[src/rtl/dac_rx_pkg.sv]
// dac_rx_pkg: shared types and helpers for the DAC serial receiver.
// Holds the receive FSM state type, the default frame width, the statistics
// record and a saturating 16-bit adder used by the optional statistics counters.
package dac_rx_pkg;
  typedef enum logic [1:0] {WAIT_IDLE, IDLE, SHIFT, DRAIN} rx_state_t;
  localparam int FRAME_BITS_DEF = 24;
  typedef struct packed {
    logic [15:0] frame_count;
    logic [15:0] error_count;
  } dac_rx_stats_t;
  function automatic logic [15:0] sat_add(input logic [15:0] a, input logic [1:0] b);
    logic [16:0] s;
    s = {1'b0, a} + {15'd0, b};
    return s[16] ? 16'hFFFF : s[15:0];
  endfunction
endpackage

[src/rtl/dac_rx_fifo.sv]
// dac_rx_fifo: first-word fall-through FIFO for received frames.
// Ports: clk, reset_n (async active-low); push/wdata write request;
// pop read request; rdata head entry (0 when empty); full, empty flags;
// accept high when the push request is actually written (a same-cycle pop
// frees room in a full FIFO).
module dac_rx_fifo #(
  parameter int W     = 24,
  parameter int DEPTH = 4
) (
  input  logic         clk,
  input  logic         reset_n,
  input  logic         push,
  input  logic [W-1:0] wdata,
  input  logic         pop,
  output logic [W-1:0] rdata,
  output logic         full,
  output logic         empty,
  output logic         accept
);
  localparam int AW = $clog2(DEPTH);
  logic [W-1:0]  mem_q [DEPTH];
  logic [AW-1:0] wr_q, rd_q;
  logic [AW:0]   cnt_q;
  logic          do_pop;
  assign empty  = cnt_q == '0;
  assign full   = cnt_q == (AW+1)'(DEPTH);
  assign do_pop = pop && !empty;
  assign accept = push && (!full || do_pop);
  assign rdata  = empty ? '0 : mem_q[rd_q];
  always_ff @(posedge clk or negedge reset_n) begin
    if (!reset_n) begin
      wr_q  <= '0;
      rd_q  <= '0;
      cnt_q <= '0;
    end else begin
      wr_q  <= accept ? wr_q + 1'b1 : wr_q;
      rd_q  <= do_pop ? rd_q + 1'b1 : rd_q;
      cnt_q <= cnt_q + {{AW{1'b0}}, accept} - {{AW{1'b0}}, do_pop};
    end
  end
  always_ff @(posedge clk) begin
    if (accept) mem_q[wr_q] <= wdata;
  end
endmodule

[src/rtl/dac_serial_receiver.sv]
// dac_serial_receiver: oversampling slave receiver for the 3-wire DAC programming port.
// Inputs ser_clk/ser_nsync/ser_din are synchronized into clk, MSB-first frames of
// FRAME_BITS are deserialized and well-formed frames pushed into a FWFT FIFO
// (frame_data/frame_valid/frame_ready). err_short, err_long and overflow are
// one-cycle pulses; busy is high while a frame is being shifted or drained.
// Define DAC_RX_STATS_EN to add frame_count/error_count outputs and stats_clear input.
module dac_serial_receiver
  import dac_rx_pkg::*;
#(
  parameter int FRAME_BITS  = FRAME_BITS_DEF,
  parameter int SYNC_STAGES = 2,
  parameter int FIFO_DEPTH  = 4
) (
  input  logic                  clk,
  input  logic                  reset_n,
  input  logic                  ser_clk,
  input  logic                  ser_nsync,
  input  logic                  ser_din,
  output logic [FRAME_BITS-1:0] frame_data,
  output logic                  frame_valid,
  input  logic                  frame_ready,
  output logic                  err_short,
  output logic                  err_long,
  output logic                  overflow,
  output logic                  busy
`ifdef DAC_RX_STATS_EN
  ,
  output logic [15:0]           frame_count,
  output logic [15:0]           error_count,
  input  logic                  stats_clear
`endif
);
  localparam int CW = $clog2(FRAME_BITS + 1);
  localparam logic [CW-1:0] FULL_CNT = CW'(FRAME_BITS);
  localparam int L = SYNC_STAGES - 1;
  logic [L:0] sclk_q, nsync_q, din_q;
  logic sclk_h_q, nsync_h_q, din_h_q;
  logic sclk_fall_q, nsync_fall_q, nsync_rise_q;
  logic [SYNC_STAGES+1:0] prime_q;
  rx_state_t state_q, state_d;
  logic [CW-1:0] cnt_q, cnt_d;
  logic [FRAME_BITS-1:0] sr_q, sr_d;
  logic push_q, push_d, es_q, es_d, el_q, el_d, ov_q;
  logic full, empty, accept;
  // Edge flags are registered so they line up with the history flops: the
  // level in nsync_h_q and the data in din_h_q belong to the same sample.
  // prime_q keeps WAIT_IDLE closed until the reset values have flushed out of
  // the chains, so a frame already in progress at reset release is not seen.
  always_ff @(posedge clk or negedge reset_n) begin
    if (!reset_n) begin
      sclk_q       <= '1;
      nsync_q      <= '1;
      din_q        <= '0;
      sclk_h_q     <= 1'b1;
      nsync_h_q    <= 1'b1;
      din_h_q      <= 1'b0;
      sclk_fall_q  <= 1'b0;
      nsync_fall_q <= 1'b0;
      nsync_rise_q <= 1'b0;
      prime_q      <= '0;
    end else begin
      sclk_q       <= {sclk_q[L-1:0], ser_clk};
      nsync_q      <= {nsync_q[L-1:0], ser_nsync};
      din_q        <= {din_q[L-1:0], ser_din};
      sclk_h_q     <= sclk_q[L];
      nsync_h_q    <= nsync_q[L];
      din_h_q      <= din_q[L];
      sclk_fall_q  <= sclk_h_q & ~sclk_q[L];
      nsync_fall_q <= nsync_h_q & ~nsync_q[L];
      nsync_rise_q <= ~nsync_h_q & nsync_q[L];
      prime_q      <= {prime_q[SYNC_STAGES:0], 1'b1};
    end
  end
  always_comb begin
    state_d = state_q;
    cnt_d   = cnt_q;
    sr_d    = sr_q;
    push_d  = 1'b0;
    es_d    = 1'b0;
    el_d    = 1'b0;
    case (state_q)
      WAIT_IDLE: state_d = (prime_q[SYNC_STAGES+1] && nsync_h_q) ? IDLE : WAIT_IDLE;
      IDLE: if (nsync_fall_q) begin
        state_d = SHIFT;
        cnt_d   = '0;
        sr_d    = '0;
      end
      // A frame end wins over a coincident serial clock edge.
      SHIFT: if (nsync_rise_q) begin
        state_d = IDLE;
        push_d  = cnt_q == FULL_CNT;
        es_d    = cnt_q != '0 && cnt_q != FULL_CNT;
      end else if (sclk_fall_q && !nsync_h_q) begin
        if (cnt_q == FULL_CNT) begin
          el_d    = 1'b1;
          state_d = DRAIN;
        end else begin
          sr_d  = {sr_q[FRAME_BITS-2:0], din_h_q};
          cnt_d = cnt_q + 1'b1;
        end
      end
      default: state_d = nsync_rise_q ? IDLE : DRAIN;
    endcase
  end
  always_ff @(posedge clk or negedge reset_n) begin
    if (!reset_n) begin
      state_q <= WAIT_IDLE;
      cnt_q   <= '0;
      sr_q    <= '0;
      push_q  <= 1'b0;
      es_q    <= 1'b0;
      el_q    <= 1'b0;
      ov_q    <= 1'b0;
    end else begin
      state_q <= state_d;
      cnt_q   <= cnt_d;
      sr_q    <= sr_d;
      push_q  <= push_d;
      es_q    <= es_d;
      el_q    <= el_d;
      ov_q    <= push_q & ~accept;
    end
  end
  dac_rx_fifo #(.W(FRAME_BITS), .DEPTH(FIFO_DEPTH)) u_fifo (
    .clk    (clk),
    .reset_n(reset_n),
    .push   (push_q),
    .wdata  (sr_q),
    .pop    (frame_ready),
    .rdata  (frame_data),
    .full   (full),
    .empty  (empty),
    .accept (accept)
  );
  assign frame_valid = ~empty;
  assign err_short   = es_q;
  assign err_long    = el_q;
  assign overflow    = ov_q;
  assign busy        = state_q == SHIFT || state_q == DRAIN;
`ifdef DAC_RX_STATS_EN
  dac_rx_stats_t st_q;
  always_ff @(posedge clk or negedge reset_n) begin
    if (!reset_n) st_q <= '0;
    else if (stats_clear) st_q <= '0;
    else begin
      st_q.frame_count <= sat_add(st_q.frame_count, {1'b0, accept});
      st_q.error_count <= sat_add(st_q.error_count, {1'b0, es_q} + {1'b0, el_q} + {1'b0, ov_q});
    end
  end
  assign frame_count = st_q.frame_count;
  assign error_count = st_q.error_count;
`endif
endmodule

[config.mk]
export PLATFORM = sky130hd
export DESIGN_NAME = dac_serial_receiver
export DESIGN_NICKNAME = d
export VERILOG_FILES = /design/src/rtl/dac_rx_pkg.sv /design/src/rtl/dac_rx_fifo.sv /design/src/rtl/dac_serial_receiver.sv
export SDC_FILE = /design/constraint.sdc
export NUM_CORES = 1
export LEC_CHECK = 0
export ABC_AREA = 1
export CORE_ASPECT_RATIO = 1.2
export CORE_UTILIZATION = 45
export DETAILED_ROUTE_END_ITERATION = 7
export PLACE_DENSITY = 0.65
export SYNTH_ARGS = -nofsm -noshare
export SYNTH_HDL_FRONTEND = slang
export SYNTH_SLANG_ARGS = --single-unit
[constraint.sdc]
create_clock -name clk -period 2.7 [get_ports clk]
set_input_delay 0.675 -clock clk [delete_from_list [all_inputs] [get_ports clk]]
set_output_delay 0.675 -clock clk [all_outputs]
set_load 0.02 [all_outputs]
=== After elaboration in Yosys (flattened, before gate mapping) ===
Memory sizes are Yosys's and may differ from the RTL's.
Index checks and enable logic that the tools add are counted.
Widths: inputs -> output; s select.

* Memories kept: 1
* Bits in registers: 58
* Output and inout bits: 29
* Bits in writable memories: 96
* Input port bits: 6
* Word-level logic and storage cells: 91

* Bitwise gates (word level): 9
* Muxes and demuxes: 28
* Eq/ne operators: 12
* $add $sub $neg: 5
* Reductions and logical operators: 16

{| class="wikitable"
|+ Memory list
! memory !! words !! bits a word !! read ports !! clocked after Yosys merged registers in !! write ports !! line !! RTL
|-
| u_fifo.mem_q || 4 || 24 || 1 || 0 || 1 || dac_rx_fifo.sv:21 || <nowiki>logic [W-1:0] mem_q [DEPTH];</nowiki>
|}

{| class="wikitable"
|+ Operators with widths
! operator !! number
|-
| $mux 24 || 5
|-
| $pmux 24 s2 || 1
|-
| $mux 5 || 4
|-
| $mux 1 || 11
|-
| $mux 2 || 5
|-
| $pmux 5 s2 || 1
|-
| $ne 2x2->1 const B || 4
|-
| $ne 3x3->1 const B || 2
|-
| $pmux 2 s3 || 1
|-
| $add 5x1->5 const B || 1
|-
| $eq 5x5->1 const B || 1
|-
| $logic_and 1x1->1 || 5
|-
| $ne 5x5->1 const B || 1
|-
| $not 1->1 || 5
|-
| $reduce_and 5->1 || 1
|-
| $reduce_bool 5->1 || 1
|-
| $add 2x1->2 const B || 2
|-
| $and 1x1->1 || 4
|-
| $eq 2x2->1 const B || 2
|-
| $add 3x1->3 || 1
|-
| $eq 3x3->1 const B || 1
|-
| $logic_not 1->1 || 3
|-
| $logic_not 3->1 || 1
|-
| $reduce_and 3->1 || 1
|-
| 5 further kinds || 6
|}

=== Depth between registers and ports, before layout ===
Gate-level depths: netlist of the first run.

* Depth in word-level cells: 7
* Gate-level depth with buffers: 11
* Mapped depth without buffers: 9

=== By module ===
A second synthesis of the first run with hierarchy kept.

* Cell total of the unflattened synthesis: 697
* Area total of the unflattened synthesis: 6729.0 µm²

{| class="wikitable"
|+ Modules (own cells, without submodules)
! module !! cells each !! sequential area each (µm²) !! instances !! area each (µm²)
|-
| dac_rx_fifo || 434 || 3057.9 || 1 || 4516.8
|-
| dac_serial_receiver || 263 || 1283.7 || 1 || 2212.1
|}

=== Worst setup path after synthesis of the first run ===
Ideal clock, no wire load.

* Path type: input-to-reg
* Start point: in frame_ready
* End point: mem u_fifo.mem_q[0][0], enable pin
* Slack: 0.346 ns
* Buffers on the path: 0
* Data required time: 2.295 ns
* Setup time: 0.405 ns
* Stages on the path: 4
* Data arrival time: 1.949 ns
* Cell sequence: nor2_1 > nand3_1 > nand2_1 > nor2_1

* Cells in the longest elaborated chain, start to end: 5

{| class="wikitable"
|+ Ends and longest elaborated chain
! what !! line !! RTL
|-
| start, declared || dac_serial_receiver.sv:21 || <nowiki>input logic frame_ready,</nowiki>
|-
| $logic_and 1x1->1 || dac_rx_fifo.sv:27 || <nowiki>assign do_pop = pop && !empty;</nowiki>
|-
| $logic_or 1x1->1 || dac_rx_fifo.sv:28 || <nowiki>assign accept = push && (!full || do_pop);</nowiki>
|-
| $logic_and 1x1->1 || dac_rx_fifo.sv:28 ||
|-
| $mux 1 || dac_rx_fifo.sv:42 || <nowiki>if (accept) mem_q[wr_q] <= wdata;</nowiki>
|-
| $mux 1 (implied by the code) || dac_rx_fifo.sv:42 ||
|-
| end, declared || dac_rx_fifo.sv:21 ||
|}

Every way passes these cells.

=== Worst setup path after layout of the first run ===
* Start point: reg u_fifo.rd_q[0]
* End point: out frame_data[20]

* Cells in the longest elaborated chain, start to end: 2

{| class="wikitable"
|+ Ends and longest elaborated chain
! what !! line !! RTL
|-
| start, declared || dac_rx_fifo.sv:22 || <nowiki>logic [AW-1:0] wr_q, rd_q;</nowiki>
|-
| start signal, assigned || dac_rx_fifo.sv:37 || <nowiki>rd_q <= do_pop ? rd_q + 1'b1 : rd_q;</nowiki>
|-
| $mem_v2 4x24 || - ||
|-
| $mux 24 || dac_rx_fifo.sv:29 || <nowiki>assign rdata = empty ? '0 : mem_q[rd_q];</nowiki>
|-
| end, declared || dac_serial_receiver.sv:19 || <nowiki>output logic [FRAME_BITS-1:0] frame_data,</nowiki>
|}

Every way passes these cells.

==> results.md, run 1 <==
* Status: completed
* Final Worst Setup Slack at 0.132 ns
* Clock Tree Root: clkbuf_16
* Ys async rst share at 37.7%
* Routed Antenna Nets at 0
* Number of diodes at 0
* H-tree depth at 4
* Final wirelength at 12100 microns
* Yosys reg bits at 154
* WL/cell at 14.8 microns
* Clock latency at the later pin of the worst-skew pair at 0.42 ns
* Worst-path fanout max at 32
* Ys Warns at 0
* Clock transition at path regs at 0.06 ns
* Die X at 110 microns
* Biggest area consumer among synthesized cells: edfxtp_1
* Top cells by area, synth: edfxtp_1 46%, dfrtp_1 21%, nor2_1 8.5%
* Die H at between 100 and 150 microns
* R2R depth at 9
* Initial core utilization at 46.7%
* CTS tree: built
* Final setup vio count at 0
* Count leader, synth: nor2_1
* Maximum buffer depth of the clock tree at 2
* CTS Hold Buffers Added at 0
* Vias post-DR at 4014
* Max IR drop VDD at 0.000450 V
* WP data required at 2.03 ns
* Fmax at between 0.3 and 0.4 GHz
* Num CTS Buffers at 17
* Clock Skew at between 0.01 and 0.015 ns
* Largest net degree at the start of global routing at 35
* DR iter-0 viols at 254
* Num rows at 46
* FF-to-FF End: u_fifo.cnt_q[2]$_DFF_PN0_
* 1st-pass router iterations at 4
* CP startpoint kind: register
* Non-filler cells, final at 816
* R2R Setup Slk at 0.81 ns
* DP Cell Count at between 700 and 800
* # DRC at 0
* Share of layout cells above drive strength 1 at under 10%
* Area growth syn-to-layout at 19.3%
* Post-DR vias/cell at ~5
* Lkg Pwr at 0.00314 uW
* Max_cap viols at 0
* First-pass GRT wire length at 19900 microns
* Min Clock Period, post-route at 2.57 ns
* Relative slew slack at between 50% and 60%
* Cells after Synth at between 500 and 600
* Layout net count at 650
* Worst path arrival time at 1.89 ns
* Power density over the cells at ~1000 nW/um^2
* Vias in the first global route at 3975
* Core area at 13400 sq um
* Number of port buffers at 34
* Gr usage total at 18.5%
* Critical register-to-register path startpoint: u_fifo.cnt_q[2]$_DFF_PN0_
* Initial antenna violation count at 0
* Io pins at 35
* Mean Syn Cell Area at 10.6 sq um
* Post-DP HPWL at 6920 microns
* Synth top area share at 46.1%
* Fill cells at 1131
* Tightest Pin Transition at 0.658 ns
* HP Class: in -> async
* Synthesized area at between 6000 and 7000 sq um
* Final instance area at 7460 sq um
* Routability cong. at 0.715
* Final Max Slew Viols at 0
* GR Overflow Total at 0
* Unrepaired setup endpoints after global routing: no
* Pre-CTS setup slack at 0.278 ns
* Register area share after synthesis at 69.4%
* Final hold vios at 0
* Placed inst area at 6910 sq um
* Post-synth top cells: 142 x nor2_1, 106 x nand2_1, 96 x edfxtp_1
* Final setup TNS at 0 ns
* Worst Path Class, Setup: reg -> out
* Fin crit share at between 90% and 100%
* Clock sink total at around 150
* Count of cell types in the netlist at 24
* Die area at roughly 14000 sq um
* CP endpoint kind: primary output
* Post-synth EDFFs at 96
* Top_reg_cell synth: edfxtp_1
* Post-synth net total at 606
power by group:
part	internal [uW]	switching, uW
Combinational	861	1600
Sequential	2580	90.4
Clock	1380	964
Total	4820	2650
cells by family (layout without fill, tap and decap cells):
kind of cell    after synthesis  after routing  share of synthesized area [%]
compound gates               82             82                           6.58
xor+xnor                      4              4                          0.560
fa+ha+maj                     9              9                           1.92
buf+inv                      82            139                           5.56
flops                       154            154                           69.4
other cells                   1              1                         0.0599
simple gates                259            259                           15.9
worst max-delay path by stage:
stage / from / to / slack (ns) / depth (start not counted)
global placement: u_fifo.rd_q[0]$_DFFE_PN0P_ / frame_data[7] / 0.29 / 6
finish: u_fifo.rd_q[0]$_DFFE_PN0P_ / frame_data[20] / 0.13 / 6
global route: u_fifo.rd_q[0]$_DFFE_PN0P_ / frame_data[7] / 0.01 / 6
floorplan: frame_ready / u_fifo.mem_q[0][0]$_DFFE_PP_ / 0.35 / 4
CTS: u_fifo.rd_q[0]$_DFFE_PN0P_ / frame_data[20] / 0.10 / 6
detailed placement: u_fifo.rd_q[0]$_DFFE_PN0P_ / frame_data[21] / 0.28 / 6
final cells by class:
cell class	count	area [sq um]	share of cell area, %
sequential	154	4340	58.2
multi-input combinational	355	1580	21.1
timing repair buffer	52	542	7.26
clock buffer	17	425	5.70
tap	168	210	2.82
inverter	55	206	2.77
clock inverter	15	163	2.18
critical path, cell delays in order (launching register included):
cell	delay (ns)
dfrtp_1	0.41
buf_12	0.21
nor2_1	0.08
nor2_1	0.11
o21ai_0	0.11
a21oi_1	0.19
dlygate4sd2_1	0.36
what timing repair did:
item | in CTS | in global routing
setup endpoints to repair | 24 | 1
gates resized for setup | 24 | 1
cloned | 0 | 0
buffers inserted | 0 | 0
layer usage:
| layer | GRT usage, % | up-vias | share of wire (%) |
|---|---|---|---|
| li1 | - | 1996 | - |
| met1 | 22.6 | 1918 | 42 |
| met2 | 31.1 | 85 | 53 |
| met3 | 4.17 | 15 | 3.7 |
| met4 | 7.70 | 0 | 1.7 |
| met5 | 0 | - | 0 |
through the flow:
| stage | hold slack, ns | util [%] | power, uW |
|---|---|---|---|
| 2_1_floorplan | 0.331 | - | 4350 |
| 3_3_place_gp | 0.334 | 51.5 | 5330 |
| 3_5_place_dp | 0.339 | 51.5 | 5380 |
| 4_1_cts | 0.295 | 55.7 | 7530 |
| 5_1_grt | 0.326 | 55.7 | 7870 |
| 6_report | 0.276 | 55.7 | 7470 |
cell usage in the layout (no fill, tap or decap), types with 2 or more instances in the layout:
| cell | n |
|---|---|
| clkinv_4 | 2 |
| a21oi_1 | 28 |
| inv_6 | 7 |
| nand3_1 | 7 |
| dfstp_2 | 6 |
| xor2_1 | 3 |
| nor2_1 | 138 |
| bufinv_16 | 2 |
| dlygate4sd2_1 | 23 |
| clkinvlp_4 | 2 |
| edfxtp_1 | 96 |
| o21ai_0 | 53 |
| clkbuf_16 | 17 |
| buf_4 | 10 |
| nor2_2 | 5 |
| buf_12 | 8 |
| nand2_1 | 106 |
| ha_1 | 8 |
| dfrtp_1 | 52 |
| inv_1 | 54 |
| clkdlybuf4s50_1 | 9 |
state kept, by name (all words and copies together) (netlist names), 3 cells and up:
register / count
u_fifo.mem_q: 96
u_fifo.cnt_q: 3
sr_q: 24
prime_q: 4
cnt_q: 5
Note: power is estimated with default switching activity, not from simulation.
==> run 2: changes to the inputs <==
- CORE_MARGIN: not set -> 4
==> results.md, run 2 (synthesis results as in run 1) <==
* Max IR drop VDD at 0.000484 V (was 0.000450 V)
* Clock power frac at 31.8% (was 31.3%)
* Number of port buffers at 34 (unchanged)
* Unrepaired setup endpoints after global routing: no (unchanged)
* CP startpoint kind: register (unchanged)
* Routed Antenna Nets at 0 (unchanged)
* Share of layout cells above drive strength 1 at 10.3% (was 9.88%)
* Fin crit share at 96.4% (was 95.1%)
* Worst-path fanout max at 24 (was 32)
* Min Clock Period, post-route at 2.60 ns (was 2.57 ns)
* First-pass GRT wire length at 19700 microns (was 19900 microns)
* Lkg Pwr at 0.00316 uW (was 0.00314 uW)
* Flop pwr share at 35.3% (was 35.8%)
* CTS Hold Buffers Added at 0 (unchanged)
* CP endpoint kind: primary output (unchanged)
* Core area at 13400 sq um (unchanged)
* WP data required at 2.03 ns (about the same)
* Final setup TNS at 0 ns (unchanged)
* Layout Utilization at 56.1% (was 55.7%)
* Clock Skew at 0.00497 ns (was 0.0104 ns)
* R2R Setup Slk at 0.76 ns (was 0.81 ns)
* H-tree depth at 4 (unchanged)
* Pint at 5020 uW (was 4820 uW)
* Fmax at 0.384 GHz (was 0.389 GHz)
* Most frequent cells in the layout: 138 x nor2_1, 106 x nand2_1, 96 x edfxtp_1 (unchanged)
* Routability cong. at 0.729 (was 0.715)
* Gr usage total at 16.4% (was 18.5%)
* Num rows at 46 (unchanged)
* DR iter-0 viols at 217 (was 254)
* Largest net degree at the start of global routing at 59 (was 35)
* Post-DR vias/cell at 4.93 (was 4.92)
* Die X at 116 microns (was 110 microns)
* CP top delay family: buffers and inverters (unchanged)
* Combinational Power Share at 32.9% (about the same)
* Placed inst area at 6920 sq um (was 6910 sq um)
* Fill cells at 1122 (was 1131)
* Top reg by flops: u_fifo.mem_q (unchanged)
* Worst Path Class, Setup: reg -> out (unchanged)
* CP Buf/Inv Count at 2 (unchanged)
* Vias in the first global route at 3973 (was 3975)
* Post-DP HPWL at 7100 microns (was 6920 microns)
* Maximum buffer depth of the clock tree at 2 (unchanged)
* Total Power at 7590 uW (was 7470 uW)
* CP Cell Sequence: buf_12 > nor2_1 > nor2_1 > o21ai_0 > a21oi_1 > dlygate4sd2_1 (unchanged)
* CTS tree: built (unchanged)
* P_sw at 2570 uW (was 2650 uW)
* Area of the multi-input gates at 1580 sq um (unchanged)
* WL/cell at 14.6 microns (was 14.8 microns)
* Vias post-DR at 4035 (was 4014)
* Final Max Slew Viols at 0 (unchanged)
* Max_cap viols at 0 (unchanged)
* Clock Tree Root: clkbuf_16 (unchanged)
* Clock latency at the later pin of the worst-skew pair at 0.41 ns (was 0.42 ns)
* Commonest non-fill, non-tap cell in the layout: nor2_1 (unchanged)
* Num CTS Buffers at 17 (unchanged)
* Slowest stage delay, CP at 0.46 ns (was 0.41 ns)
* Non-filler cells, final at 819 (was 816)
* FF+latch area at 4340 sq um (unchanged)
* Initial antenna violation count at 0 (unchanged)
* Layout net count at 653 (was 650)
* 1st-pass router iterations at 5 (was 4)
* Top Registers: u_fifo.mem_q x96, sr_q x24, cnt_q x5 (unchanged)
* Final wirelength at 12000 microns (was 12100 microns)
* Status: completed (unchanged)
* Max FFs per register at 96 (unchanged)
* Number of diodes at 0 (unchanged)
* CP max stage cell: dfrtp_1 (unchanged)
* Final hold vios at 0 (unchanged)
* Initial core utilization at 46.7% (unchanged)
* DP Cell Count at 786 (was 784)
* Final instance area at 7520 sq um (was 7460 sq um)
* Clock sink total at 154 (unchanged)
* Die area at 15900 sq um (was 14400 sq um)
* Critical path's most frequent cell: nor2_1 (unchanged)
* Clock transition at path regs at 0.06 ns (about the same)
* Area growth syn-to-layout at 20.3% (was 19.3%)
* Switch share at 33.8% (was 35.5%)
* Final setup vio count at 0 (unchanged)
* Worst path arrival time at 1.93 ns (was 1.89 ns)
* Power density over the cells at 1010 nW/um^2 (was 1000 nW/um^2)
* HP Class: in -> async (unchanged)
* Io pins at 35 (unchanged)
* # DRC at 0 (unchanged)
* GR Overflow Total at 0 (unchanged)
* Die H at 137 microns (was 131 microns)
run 2: cell types whose count changed in the layout (fill, tap and decap cells not counted), sizes merged:
| cell | delta |
|---|---|
| clkinvlp | +2 |
| clkbuf | +3 |
| bufinv | +2 |
| inv | -8 |
| buf | +3 |
| dlygate4sd2 | -1 |
| clkinv | +2 |
run 2: stage by stage:
step	worst slack, ns	hold slack (ns)
global route	0.00313	0.279
finish	0.0965	0.256
floorplan	0.346	0.331
global placement	0.225	0.336
CTS	0.0580	0.269
detailed placement	0.207	0.336
run 2: metal layers:
layer / GRT usage (%) / wire [microns] / up-vias
li1: - / - / 2001
met1: 19.8 / 4940 / 1935
met2: 28.9 / 6370 / 85
met3: 3.80 / 497 / 14
met4: 5.74 / 179 / 0
met5: 0 / 0 / -
run 2: final cells by class:
cell class                 count  area share (%)
clock inverter                13            2.38
inverter                      55            2.79
clock buffer                  19            5.75
tap                          168            2.79
timing repair buffer          55            7.62
multi-input combinational    355            21.0
sequential                   154            57.7
run 2: path summary, 6_finish.rpt:
check	start	to	depth (start not counted)
max	u_fifo.rd_q[0]$_DFFE_PN0P_	frame_data[19]	6
min	reset_n	din_q[0]$_DFF_PN0_	2
max reg2reg	u_fifo.cnt_q[2]$_DFF_PN0_	u_fifo.cnt_q[2]$_DFF_PN0_	9
min reg2reg	din_q[1]$_DFF_PN0_	din_h_q$_DFF_PN0_	0
max in group asynchronous	reset_n	sclk_q[1]$_DFF_PN1_	2
min in group clk	din_q[1]$_DFF_PN0_	din_h_q$_DFF_PN0_	0
run 2: power by group through the flow:
| stage | combinational (uW) | clock, uW | sequential [uW] |
|---|---|---|---|
| global route | 2760 | 2570 | 2690 |
| global placement | 2640 | 0 | 2710 |
| CTS | 2540 | 2450 | 2680 |
| finish | 2500 | 2420 | 2680 |
| floorplan | 1670 | 0 | 2690 |
| detailed placement | 2680 | 0 | 2720 |
run 2: what timing repair did:
action,CTS,global route
resized for setup,25,3
buffers inserted,1,0
endpoints found under the setup margin,24,2
